## config.mk

```make
export PLATFORM = sky130hd
export DESIGN_NAME = cmd_parser
export DESIGN_NICKNAME = d
export VERILOG_FILES = /design/src/rtl/serial_pkg.sv /design/src/rtl/timeout_counter.sv /design/src/rtl/cmd_parser.sv
export SDC_FILE = /design/constraint.sdc
export NUM_CORES = 1
export LEC_CHECK = 0
export CORE_MARGIN = 5
export CORE_UTILIZATION = 51
export DETAILED_ROUTE_END_ITERATION = 10
export PLACE_DENSITY = 0.81
export SYNTH_ARGS = -nofsm -noshare
export SYNTH_HDL_FRONTEND = slang
export SYNTH_SLANG_ARGS = --single-unit
```

## constraint.sdc

```tcl
create_clock -name clk -period 5.55 [get_ports clk]
set_input_delay 1.3875 -clock clk [delete_from_list [all_inputs] [get_ports clk]]
set_output_delay 1.3875 -clock clk [all_outputs]
set_load 0.05 [all_outputs]
```

## src/rtl/serial_pkg.sv

```systemverilog
// Shared definitions for the serial pattern path: command codes, parser state
// encoding and the serial_out frequency divider constants.
package serial_pkg;

  localparam logic [7:0] CMD_LOAD_OUT  = 8'h01;
  localparam logic [7:0] CMD_LOAD_FREQ = 8'h02;
  localparam logic [7:0] CMD_START_ONE = 8'h10;
  localparam logic [7:0] CMD_START_REP = 8'h11;
  localparam logic [7:0] CMD_STOP      = 8'h20;

  localparam int LOW_FREQ  = 9;
  localparam int HIGH_FREQ = 3;

  typedef enum logic {
    S_CMD  = 1'b0,
    S_DATA = 1'b1
  } state_e;

  typedef enum logic {
    TGT_OUT  = 1'b0,
    TGT_FREQ = 1'b1
  } target_e;

endpackage

```

## src/rtl/timeout_counter.sv

```systemverilog
// Idle-cycle counter with synchronous clear, count enable and terminal-count flag.
module timeout_counter #(
  parameter int W        = 1,
  parameter int TERMINAL = 0
) (
  input  logic clk,
  input  logic rst,
  input  logic clear_i,
  input  logic enable_i,
  output logic tc_o
);

  logic [W-1:0] cnt_q, cnt_d;

  always_comb begin
    cnt_d = cnt_q;
    if (clear_i) begin
      cnt_d = '0;
    end else if (enable_i) begin
      cnt_d = cnt_q + 1'b1;
    end
  end

  always_ff @(posedge clk or posedge rst) begin
    if (rst) begin
      cnt_q <= '0;
    end else begin
      cnt_q <= cnt_d;
    end
  end

  assign tc_o = (cnt_q == W'(TERMINAL));

endmodule

```

## src/rtl/cmd_parser.sv

```systemverilog
// UART byte-stream command parser: decodes commands, assembles LSB-first payload
// frames and commits them atomically to the output/frequency pattern registers.
module cmd_parser
  import serial_pkg::*;
#(
  parameter int DATA_BIT = 32,
  parameter int TIMEOUT  = 100000
) (
  input  logic                clk,
  input  logic                rst,
  input  logic                i_rx_valid,
  input  logic [7:0]          i_rx_data,
  output logic [DATA_BIT-1:0] o_output_pattern,
  output logic [DATA_BIT-1:0] o_freq_pattern,
  output logic                o_mode,
  output logic                o_start,
  output logic                o_stop,
  output logic                o_load_tick,
  output logic                o_err_tick,
  output state_e              o_dbg_state
);

  localparam int NBYTE = DATA_BIT / 8;
  localparam int BCW   = (NBYTE > 1) ? $clog2(NBYTE) : 1;
  localparam int TCW   = (TIMEOUT > 1) ? $clog2(TIMEOUT) : 1;

  state_e              state_q, state_d;
  target_e             target_q, target_d;
  logic [BCW-1:0]      byte_cnt_q, byte_cnt_d;
  logic [DATA_BIT-1:0] staging_q, staging_d;
  logic [DATA_BIT-1:0] out_pat_q, out_pat_d;
  logic [DATA_BIT-1:0] freq_pat_q, freq_pat_d;
  logic                mode_q, mode_d;
  logic                start_q, start_d;
  logic                stop_q, stop_d;
  logic                load_q, load_d;
  logic                err_q, err_d;
  logic                timeout_tc;

  // Clearing on the terminal count keeps the counter from wrapping on the abort edge.
  timeout_counter #(
    .W        (TCW),
    .TERMINAL (TIMEOUT - 1)
  ) u_timeout (
    .clk      (clk),
    .rst      (rst),
    .clear_i  ((state_q != S_DATA) || i_rx_valid || timeout_tc),
    .enable_i (state_q == S_DATA),
    .tc_o     (timeout_tc)
  );

  always_comb begin
    state_d    = state_q;
    target_d   = target_q;
    byte_cnt_d = byte_cnt_q;
    staging_d  = staging_q;
    out_pat_d  = out_pat_q;
    freq_pat_d = freq_pat_q;
    mode_d     = mode_q;
    start_d    = 1'b0;
    stop_d     = 1'b0;
    load_d     = 1'b0;
    err_d      = 1'b0;

    case (state_q)
      S_CMD: begin
        if (i_rx_valid) begin
          case (i_rx_data)
            CMD_LOAD_OUT, CMD_LOAD_FREQ: begin
              target_d   = (i_rx_data == CMD_LOAD_FREQ) ? TGT_FREQ : TGT_OUT;
              byte_cnt_d = '0;
              staging_d  = '0;
              state_d    = S_DATA;
            end
            CMD_START_ONE, CMD_START_REP: begin
              mode_d  = i_rx_data[0];
              start_d = 1'b1;
            end
            CMD_STOP: stop_d = 1'b1;
            default:  err_d  = 1'b1;
          endcase
        end
      end
      S_DATA: begin
        // A byte arriving on the terminal-count cycle wins over the timeout.
        if (i_rx_valid) begin
          staging_d[{byte_cnt_q, 3'b000} +: 8] = i_rx_data;
          if (byte_cnt_q == BCW'(NBYTE - 1)) begin
            if (target_q == TGT_FREQ) freq_pat_d = staging_d;
            else                      out_pat_d  = staging_d;
            load_d  = 1'b1;
            state_d = S_CMD;
          end else begin
            byte_cnt_d = byte_cnt_q + 1'b1;
          end
        end else if (timeout_tc) begin
          staging_d = '0;
          err_d     = 1'b1;
          state_d   = S_CMD;
        end
      end
      default: state_d = S_CMD;
    endcase
  end

  always_ff @(posedge clk or posedge rst) begin
    if (rst) begin
      state_q    <= S_CMD;
      target_q   <= TGT_OUT;
      byte_cnt_q <= '0;
      staging_q  <= '0;
      out_pat_q  <= '0;
      freq_pat_q <= '0;
      mode_q     <= 1'b0;
      start_q    <= 1'b0;
      stop_q     <= 1'b0;
      load_q     <= 1'b0;
      err_q      <= 1'b0;
    end else begin
      state_q    <= state_d;
      target_q   <= target_d;
      byte_cnt_q <= byte_cnt_d;
      staging_q  <= staging_d;
      out_pat_q  <= out_pat_d;
      freq_pat_q <= freq_pat_d;
      mode_q     <= mode_d;
      start_q    <= start_d;
      stop_q     <= stop_d;
      load_q     <= load_d;
      err_q      <= err_d;
    end
  end

  assign o_output_pattern = out_pat_q;
  assign o_freq_pattern   = freq_pat_q;
  assign o_mode           = mode_q;
  assign o_start          = start_q;
  assign o_stop           = stop_q;
  assign o_load_tick      = load_q;
  assign o_err_tick       = err_q;
  assign o_dbg_state      = state_q;

endmodule

```

Word level (Yosys, flattened, before mapping). Cells that the tools add are included.

Word-level logic and storage cells: 77. Output and inout bits: 70. Flip-flop bits (word level): 122. Input bits: 11.

Eq/ne operators: 12. Multiplexer cells: 34. Add/sub/neg operators: 3. Shift operators: 2. Bitwise gates (word level): 2. Reductions and logical operators: 12.

Operators with widths (count): 32-bit 2-to-1 mux (4); 32-bit case mux with 2 select lines (1); 17-bit 2-to-1 mux (2); 32-bit bitwise mux (1); 8-bit by 7-bit variable shift with 32-bit output, first input constant (1); 8-bit by 7-bit variable part select with 32-bit output (1); 1-bit 2-to-1 mux (19); 17-bit by 1-bit adder with 17-bit output, second input constant (1); 17-bit == test, second input constant (1); 8-bit by 5-bit == test with 1-bit output, second input constant (2); 4-bit AND reduction (3); 3-bit AND reduction (3); 8-bit by 1-bit == test with 1-bit output, second input constant (1); 8-bit by 2-bit == test with 1-bit output, second input constant (1); 8-bit by 6-bit == test with 1-bit output, second input constant (1); 2-bit 2-to-1 mux (4); 5-bit negator with 7-bit output (1); 2-bit inequality test, second input constant (3); 5-bit OR reduction (1); 1-bit case mux with 2 select lines (2); 2-bit case mux with 2 select lines (1); 2-bit OR reduction (2); 3-bit by 2-bit inequality test with 1-bit output, second input constant (1); 2-bit by 1-bit adder with 2-bit output, second input constant (1); other kinds (5) (7).

Longest topological paths before layout. Gate-level depths: netlist of the first run.

Depth in word-level cells: 5. Gate-level depth with buffers: 9. Mapped depth without buffers: 6.

Hierarchy. From an unflattened synthesis of the first run, not the netlist that was laid out.

Cells, all modules: 510. Area, all modules: 5328.9 um^2.

By module, submodules not included: cmd_parser (sequential area each 2627.5 um^2, instances 1, cells an instance 418, area each 4423.0 um^2); timeout_counter (sequential area each 425.4 um^2, instances 1, cells an instance 92, area each 905.9 um^2).

Worst setup path after synthesis of the first run. OpenSTA, ideal clock, no wires.

Path kind: input -> register. Start: in i_rx_data[6]. End: reg staging_q[0]. Path buffers: 1. Setup slack: 2.745 ns. Library setup time: 0.132 ns. Data required time: 5.418 ns. Stages on the path: 5. Arrival time: 2.674 ns. Cells stage by stage: or4_1 -> o41ai_2 -> a22oi_2 -> buf_6 -> o2bb2ai_1.

Longest elaborated chain between the ends: 4. Elaborated cells on any way between the ends: 9. Classes of those cells: eq/ne: 3; shift: 1; mux: 3; reduce/logical: 2.

RTL lines: start: declaration (line cmd_parser.sv:12) `input logic [7:0] i_rx_data,`; 8-bit by 7-bit variable part select with 32-bit output, or another cell as far along (line cmd_parser.sv:87) `staging_d[{byte_cnt_q, 3'b000} +: 8] = i_rx_data;`; 32-bit bitwise mux or 2-bit OR reduction (tied branches) (line cmd_parser.sv:87, cmd_parser.sv:68); 32-bit 2-to-1 mux or 2-bit by 1-bit inequality test with 1-bit output (tied branches); 32-bit case mux with 2 select lines or 3-bit AND reduction (tied branches); end signal: assignment (line cmd_parser.sv:123) `staging_q <= staging_d;`; end: declaration (line cmd_parser.sv:30) `logic [DATA_BIT-1:0] staging_q, staging_d;`.

Several ways; a longest one is shown, not always the timed one. A chain may end at the register's enable or synchronous reset.

Final worst setup path of the first run.
Start: in i_rx_data[6]. End: reg staging_q[27].

The elaborated chain is that of the path after synthesis.

==> out/metrics.cfg, run 1 <==
[outcome]
status=finished, final reports clean

[floorplan]
start_util=0.516
die_y_um=112
die_area_um2=12500
ios=81
die_x_um=112
rows=37
coreArea_um2=10200

[pwr]
ir_drop_mv=0.291
internal_power_w=0.00184
clkPwrFrac=0.391
powerDensity_nw_per_um2=411
p_sw_frac=0.332
leakage_nw=2.74
combPwrFrac=0.226
p_switching_w=0.000914
seq_power_share=0.383

[yosys]
ys_seq_area_frac=0.578
synth_nets=526
yosysTopAreaCellShare=0.578
syn_inst=509
synth_top_cell_by_area=dfrtp_1
synth.distinct_cells=39
synth_area_leaders=dfrtp_1 (58%), o21ai_0 (6.3%), o2bb2ai_1 (5.6%), nand2_1 (5.3%), nor2b_1 (4.1%)
synth-seq-cells=122
yosys_warnings=0
synth_area_um2=5280
syn_avg_cell_area_um2=10.4

[hold_path]
hold_class=reg2reg

[timing]
fin_crit_sh=0.599
skew_ns=0.00828
finalSetupTns_ns=0
finalSetupViolCount=0
slew_headroom=0.171
fin_crit_ns=3.32
fmax_mhz=301
tightest_slew_ns=1.24
hold_viol=0
maxSlewViolCount=0
grt_setup_unrepaired=no

[cells_and_area]
n_fill_cell=802
finalNonFillerCells=726
multi_input_area_um2=2050
ff_latch_area_um2=3050
nNetsFinal=594
utilization=0.655
final_common_cell=dfrtp_1
final_cell_mix=dfrtp_1 (122), clkdlybuf4s50_1 (80), nand2_1 (74)
area_delta_synth_final_pct=26.9
num_antenna_cells=0
drive_gt1_frac=0.0763

[detailed_routing]
detail_route.wl_per_cell_um=17.7
drtPass1Iterations=5
drt_iter0_markers=289
routed_via_density=5.79
drcViolationCount=0
vias=4203
routed_wl_um=12800
ant_nets=0

[critical_path]
slowest_delay_ns=0.64
crit_buf_inv=1
critical_path_class=in2reg
critPathTopFamily=compound AO/OA/AOI/OAI gates
path_cells=clkdlybuf4s50_1 > or4_1 > o41ai_2 > a22oi_2 > o2bb2ai_1
arrival_ns=3.68
end_kind=flop
startpoint_type=primary input
crit_fanout=24
cp_slowest_cell=or4_1
cp_data_required_time_ns=5.91

[placement]
dp_hpwl_um=8490
gp_congestion=0.829
numPortBuffers=80
dp_cells=694

[grt]
grt_pass1_wl_um=21500
grt_max_degree=66
antenna_found_initial=0
track_usage=0.212
gr-total-overflow=0
grt_pass1_vias=4342

[clock_network]
worstSkewPairLatency_ns=0.52
cts_setup_buffers=0
clk_pin_slew_ns=0.06
cts-root-buf=clkbuf_8
cts_inserted_buffers=17
cts.repair.resized=0
cts_buffer_depth=2
cts_max_level=4
clkSinkCount=122
cts_tree=yes
cts_hold_buf=0

[run]
max-cap-violations=0

## worst reg2reg max path, delay by kind of cell, from the launching register on
kind                       cells  cell delay (ns)
AOI/OAI and AO/OA              2             0.61
adders and majority gates      1             0.45
buffers and inverters          1             0.17
DFF                            1             0.44
and+or+nand+nor                1             0.86
## flip-flops by register name, indices dropped and copies added, names as in the netlist
register / flops
byte_cnt_q: 2
o_mode: 1
o_start: 1
target_q: 1
o_err_tick: 1
staging_q: 32
o_stop: 1
o_dbg_state: 1
o_freq_pattern: 32
u_timeout.cnt_q: 17
o_output_pattern: 32
o_load_tick: 1
## power groups by stage
stage / registers (W) / logic (W) / clock network [W]
after floorplan: 0.00116 / 0.000338 / 0
after global placement: 0.00106 / 0.000591 / 0
after CTS: 0.00105 / 0.000622 / 0.00109
after global routing: 0.00107 / 0.000674 / 0.00113
after detailed placement: 0.00106 / 0.000615 / 0
final: 0.00106 / 0.000623 / 0.00108
## cell families after synthesis
kind of cell             after synthesis  synth area share
adder cells (fa/ha/maj)                6            0.0142
buffers and inverters                 40            0.0341
AND/OR/NAND/NOR                      184             0.176
flip-flops                           122             0.578
multiplexers                           2           0.00403
AO/OA/AOI/OAI                        140             0.168
XOR/XNOR                              15            0.0249
## Yosys cell counts (all sizes together)
master     n
nor3b      2
xor2       4
or4        2
mux2i      1
o211ai     1
nand2b     1
clkbuf    29
a21oi      9
and3       1
or3        1
mux2       1
nand2     75
a21o       1
nand4      8
and4b      1
nand3     14
nor3       5
o21ai     66
or4bb      1
or4b       1
a31o       1
ha         6
nor2b     35
o2bb2ai   34
dfrtp    122
o41ai      1
nand4b     2
nor4       7
nor2      24
and4       1
xnor2     11
buf        4
a31oi     25
inv        7
a22oi      2
nor4b      3
## path summary, 6_finish.rpt
| check | cells after the start | slack, ns | endpoint | from |
|---|---|---|---|---|
| worst max-delay path | 5 | 2.23 | staging_q[27]$_DFFE_PP0P_ | i_rx_data[6] |
| worst min-delay path | 2 | 0.48 | o_output_pattern[13]$_DFFE_PP0P_ | o_output_pattern[13]$_DFFE_PP0P_ |
| worst max register to register | 5 | 2.93 | o_freq_pattern[30]$_DFFE_PP0P_ | byte_cnt_q[0]$_DFFE_PP0P_ |
| worst min register to register | 2 | 0.48 | o_output_pattern[13]$_DFFE_PP0P_ | o_output_pattern[13]$_DFFE_PP0P_ |
| max in group asynchronous | 3 | 3.31 | staging_q[2]$_DFFE_PP0P_ | rst |
| min in group asynchronous | 2 | 1.38 | o_freq_pattern[28]$_DFFE_PP0P_ | rst |
## cell type report
class,instances,area share
Sequential cell,122,0.456
Multi-Input combinational cell,347,0.306
Inverter,7,0.00430
Clock buffer,17,0.0618
Timing Repair Buffer,82,0.122
Clock inverter,15,0.0246
Tap cell,136,0.0254
## routing by layer
metal | global-route usage | vias up | share of wire
met1 | 0.272 | 2063 | 0.42
li1 | - | 1946 | -
met3 | 0.0630 | 32 | 0.071
met4 | 0.0941 | 0 | 0.019
met5 | 0 | - | 0
met2 | 0.334 | 162 | 0.49
## per-stage QoR
step	worst slack, ns	power, W	hold slack [ns]	cell area [um^2]
finish	2.23	0.00276	0.479	6700
global route	2.17	0.00287	0.495	6700
CTS	2.28	0.00276	0.484	6700
detailed placement	1.77	0.00168	0.467	6120
global placement	1.92	0.00165	0.462	6120
floorplan	0.920	0.00150	0.449	5280
(Power assumes the default switching activity.)
==> run 2: changes to the inputs <==
- clock period: 5.55 -> 3.19 ns (I/O delays scaled with it)
==> run 2 against run 1 <==
Final area is 2.4% higher. Via count is 1.9% higher. First-iteration DRC count is 19% lower. Global-route usage is 0.93 points higher. Clock power is 78% higher. Critical endpoint is now o_dbg_state. Largest cell class unchanged.
==> out/metrics.cfg, run 2 (synthesis gave the netlist of run 1 again) <==
[grt]
track_usage=0.221
grt_pass1_vias=4440
antenna_found_initial=0
grt_max_degree=123
gr-total-overflow=0
grt_pass1_wl_um=22300

[critical_path]
r2r_cells=5
crit_buf_inv=1
cp_slowest_cell=clkdlybuf4s50_1
r2r_end=o_freq_pattern[15]$_DFFE_PP0P_
rr_startpoint=byte_cnt_q[0]$_DFFE_PP0P_
path_cells=clkdlybuf4s50_1
critical_path_cell_count=1
cp_data_required_time_ns=2.39
critical_path_class=reg2out
arrival_ns=1.85
crit_fanout=7
r2r_slack_ns=0.70
end_kind=output port
startpoint_type=flop
slowest_delay_ns=0.86
critPathTopFamily=buffers and inverters

[timing]
tightest_slew_ns=1.25
finalSetupViolCount=0
skew_ns=0.00615
maxSlewViolCount=0
slew_headroom=0.165
fin_crit_sh=0.830
hold_viol=0
finalSetupTns_ns=0
fin_crit_ns=2.65
grt_setup_unrepaired=no
fmax_mhz=378

[pwr]
powerDensity_nw_per_um2=710
ir_drop_mv=0.380
leakage_nw=2.83
power_w=0.00487

[floorplan]
coreArea_um2=10200
die_area_um2=12500
die_y_um=112
die_x_um=112
ios=81
start_util=0.516
rows=37

[detailed_routing]
routed_via_density=5.78
vias=4284
drcViolationCount=0
ant_nets=0
detail_route.wl_per_cell_um=18.0
drt_iter0_markers=234
drtPass1Iterations=5
routed_wl_um=13300

[cells_and_area]
area_delta_synth_final_pct=29.9
final_common_cell=dfrtp_1
n_fill_cell=783
drive_gt1_frac=0.0992
multi_input_area_um2=2050
ff_latch_area_um2=3050
nNetsFinal=610
final_cell_mix=dfrtp_1 (122), clkdlybuf4s50_1 (80), nand2_1 (74)
num_antenna_cells=0

[placement]
numPortBuffers=80
gp_congestion=0.845
dp_hpwl_um=8560

[hold_path]
whs_endpoint=o_freq_pattern[9]$_DFFE_PP0P_
whs_path_depth=2
min_from=o_freq_pattern[9]$_DFFE_PP0P_
hold_class=reg2reg

[run]
max-cap-violations=0

[clock_network]
cts_buffer_depth=2
cts_setup_buffers=0
clk_pin_slew_ns=0.06
cts-root-buf=clkbuf_8
cts_max_level=4
cts_hold_buf=0
cts_inserted_buffers=17
worstSkewPairLatency_ns=0.51
clkSinkCount=122
cts_tree=yes
cts.repair.resized=0

[outcome]
status=finished, final reports clean

## run 2: where the power goes
part / switching, W / leakage [nW] / internal (W)
clock: 0.000695 / 0.281 / 0.00122
sequential: 0.000121 / 1.69 / 0.00172
combinational: 0.000721 / 0.855 / 0.000385
## run 2: worst max-delay path by stage
| stage | startpoint | slack (ns) | endpoint |
|---|---|---|---|
| after detailed placement | i_rx_data[6] | 0.23 | staging_q[12]$_DFFE_PP0P_ |
| after global routing | byte_cnt_q[0]$_DFFE_PP0P_ | 0.41 | o_output_pattern[11]$_DFFE_PP0P_ |
| after global placement | i_rx_data[6] | 0.27 | staging_q[12]$_DFFE_PP0P_ |
| after CTS | o_dbg_state$_DFF_PP0_ | 0.54 | o_dbg_state |
| after floorplan | rst | 0.90 | byte_cnt_q[0]$_DFFE_PP0P_ |
| final | o_dbg_state$_DFF_PP0_ | 0.54 | o_dbg_state |
## run 2: area by class of cell
| type | count | share of cell area |
|---|---|---|
| Clock buffer | 19 | 0.0644 |
| Clock inverter | 12 | 0.0217 |
| Inverter | 7 | 0.00438 |
| Multi-Input combinational cell | 347 | 0.299 |
| Sequential cell | 122 | 0.445 |
| Tap cell | 136 | 0.0248 |
| Timing Repair Buffer | 98 | 0.140 |
## run 2: tightest hold or removal path, delay by kind of cell (launching register included)
| family | cells | cell delay [ns] |
|---|---|---|
| DFF | 1 | 0.33 |
| and+or+nand+nor | 1 | 0.04 |
| AOI/OAI and AO/OA | 1 | 0.06 |
## run 2: through the flow
| stage | hold slack, ns | worst slack [ns] | cell area [um^2] | utilization | cells |
|---|---|---|---|---|---|
| after global routing | 0.493 | 0.405 | 6860 | 0.670 | 741 |
| after detailed placement | 0.467 | 0.226 | 6270 | 0.613 | 710 |
| after global placement | 0.460 | 0.267 | 6270 | 0.613 | 710 |
| after floorplan | 0.449 | 0.895 | 5290 | - | 509 |
| final | 0.478 | 0.544 | 6860 | 0.670 | 741 |
| after CTS | 0.483 | 0.536 | 6860 | 0.670 | 741 |
## run 2: routing by layer
metal	global-route usage	share of wire	vias to the layer above
met5	0	0	-
li1	-	-	1973
met4	0.0811	0.018	0
met2	0.369	0.50	177
met1	0.286	0.42	2115
met3	0.0462	0.060	19
==> run 3: changes to the inputs <==
- CORE_UTILIZATION: 51 -> 49
- clock period: 3.19 -> 2.3 ns (I/O delays scaled with it)
==> run 3 against run 2 <==
Clock skew barely moved. Register-to-register slack worse by 0.45 ns. Sequential power up 38%. Clock power rose by 24%. Critical path type unchanged. Largest cell class unchanged.
==> out/metrics.cfg, run 3 (synthesis gave the netlist of run 1 again) <==
[placement]
gp_congestion=0.896
numPortBuffers=80
dpl_cell_area_um2=6390
pre_cts_ws_ns=-0.236
dp_hpwl_um=9080

[critical_path]
arrival_ns=1.71
path_cells=clkdlybuf4s50_1
critical_path_class=reg2out
critPathTopFamily=buffers and inverters
crit_fanout=2
end_kind=output port
cp_data_required_time_ns=1.73
startpoint_type=flop
cp_slowest_cell=clkdlybuf4s50_1
crit_buf_inv=1
slowest_delay_ns=0.82

[timing]
slew_headroom=0.631
maxSlewViolCount=0
skew_ns=0.00592
finalWorstSetupSlack_ns=0.0191
finalSetupTns_ns=0
fin_crit_ns=2.28
fmax_mhz=438
fin_crit_sh=0.992
whs_ns=0.456
grt_setup_unrepaired=no
finalSetupViolCount=0
hold_viol=0
tightest_slew_ns=0.550

[floorplan]
die_area_um2=13000
die_x_um=114
start_util=0.494
coreArea_um2=10700
ios=81
rows=38
die_y_um=114

[pwr]
powerDensity_nw_per_um2=940
clkPwrFrac=0.365
ir_drop_mv=0.474
p_sw_frac=0.325
seq_power_share=0.387
combPwrFrac=0.247
internal_power_w=0.00443
leakage_nw=3.16
p_switching_w=0.00213

[clock_network]
cts.repair.resized=0
clkSinkCount=122
cts_tree=yes
clk_pin_slew_ns=0.06
cts_max_level=4
cts_setup_buffers=0
cts_buffer_depth=2
worstSkewPairLatency_ns=0.52
cts-root-buf=clkbuf_8
cts_inserted_buffers=17
cts_hold_buf=0

[cells_and_area]
drive_gt1_frac=0.117
n_fill_cell=806
final_cell_mix=dfrtp_1 (122), nand2_1 (74), o21ai_0 (66)
area_delta_synth_final_pct=32.1
nNetsFinal=620
utilization=0.652
final_common_cell=dfrtp_1
num_antenna_cells=0
finalInstanceArea_um2=6980

[detailed_routing]
routed_via_density=5.73
routed_wl_um=13100
drtPass1Iterations=5
ant_nets=0
vias=4334
detail_route.wl_per_cell_um=17.4
drt_iter0_markers=408
drcViolationCount=0

[grt]
track_usage=0.211
gr-total-overflow=0
grt_pass1_vias=4334
grt_pass1_wl_um=21800
antenna_found_initial=1
grt_max_degree=65

[run]
max-cap-violations=0

[outcome]
status=finished, final reports clean

[hold_path]
hold_class=in2async

## run 3: layout make-up
type | count | area, um^2 | area share
clock buffers | 20 | 435 | 0.0624
clock inverters | 12 | 100 | 0.0143
inverters | 7 | 30.0 | 0.00430
multi-input cells | 347 | 2060 | 0.295
flip-flops and latches | 122 | 3050 | 0.438
well taps | 140 | 175 | 0.0251
repair buffers | 108 | 1120 | 0.161
## run 3: through the flow
step / total power [W] / cells
6_report: 0.00656 / 756
5_1_grt: 0.00683 / 756
4_1_cts: 0.00656 / 756
3_5_place_dp: 0.00416 / 724
3_3_place_gp: 0.00410 / 724
2_1_floorplan: 0.00362 / 509
## run 3: worst paths after layout
kind	start	to	slack [ns]	cells after the start
worst min register to register	o_output_pattern[29]$_DFFE_PP0P_	o_output_pattern[29]$_DFFE_PP0P_	0.48	2
worst min-delay path	rst	o_output_pattern[28]$_DFFE_PP0P_	0.46	2
max in group asynchronous	rst	staging_q[10]$_DFFE_PP0P_	1.28	3
worst max-delay path	o_freq_pattern[20]$_DFFE_PP0P_	o_freq_pattern[20]	0.02	1
worst max register to register	byte_cnt_q[1]$_DFFE_PP0P_	staging_q[16]$_DFFE_PP0P_	0.25	7
min in group clk	o_output_pattern[29]$_DFFE_PP0P_	o_output_pattern[29]$_DFFE_PP0P_	0.48	2
## run 3: worst register-to-register path: stages (launching register included)
cell	delay, ns
dfrtp_1	0.46
inv_1	0.13
ha_1	0.22
buf_4	0.20
nor2_1	0.11
and4b_1	0.25
nor2b_2	0.42
o2bb2ai_1	0.18
## run 3: power by group through the flow
stage	combinational (W)	clock, W	sequential [W]
floorplan	0.000817	0	0.00280
global placement	0.00154	0	0.00256
detailed placement	0.00160	0	0.00256
CTS	0.00161	0.00242	0.00254
global route	0.00175	0.00252	0.00257
finish	0.00162	0.00239	0.00254
## run 3: metal layers
layer | share of wire | global-route usage
met1 | 0.41 | 0.280
met2 | 0.49 | 0.342
met3 | 0.082 | 0.0584
met4 | 0.016 | 0.0641
met5 | 0.00099 | 0
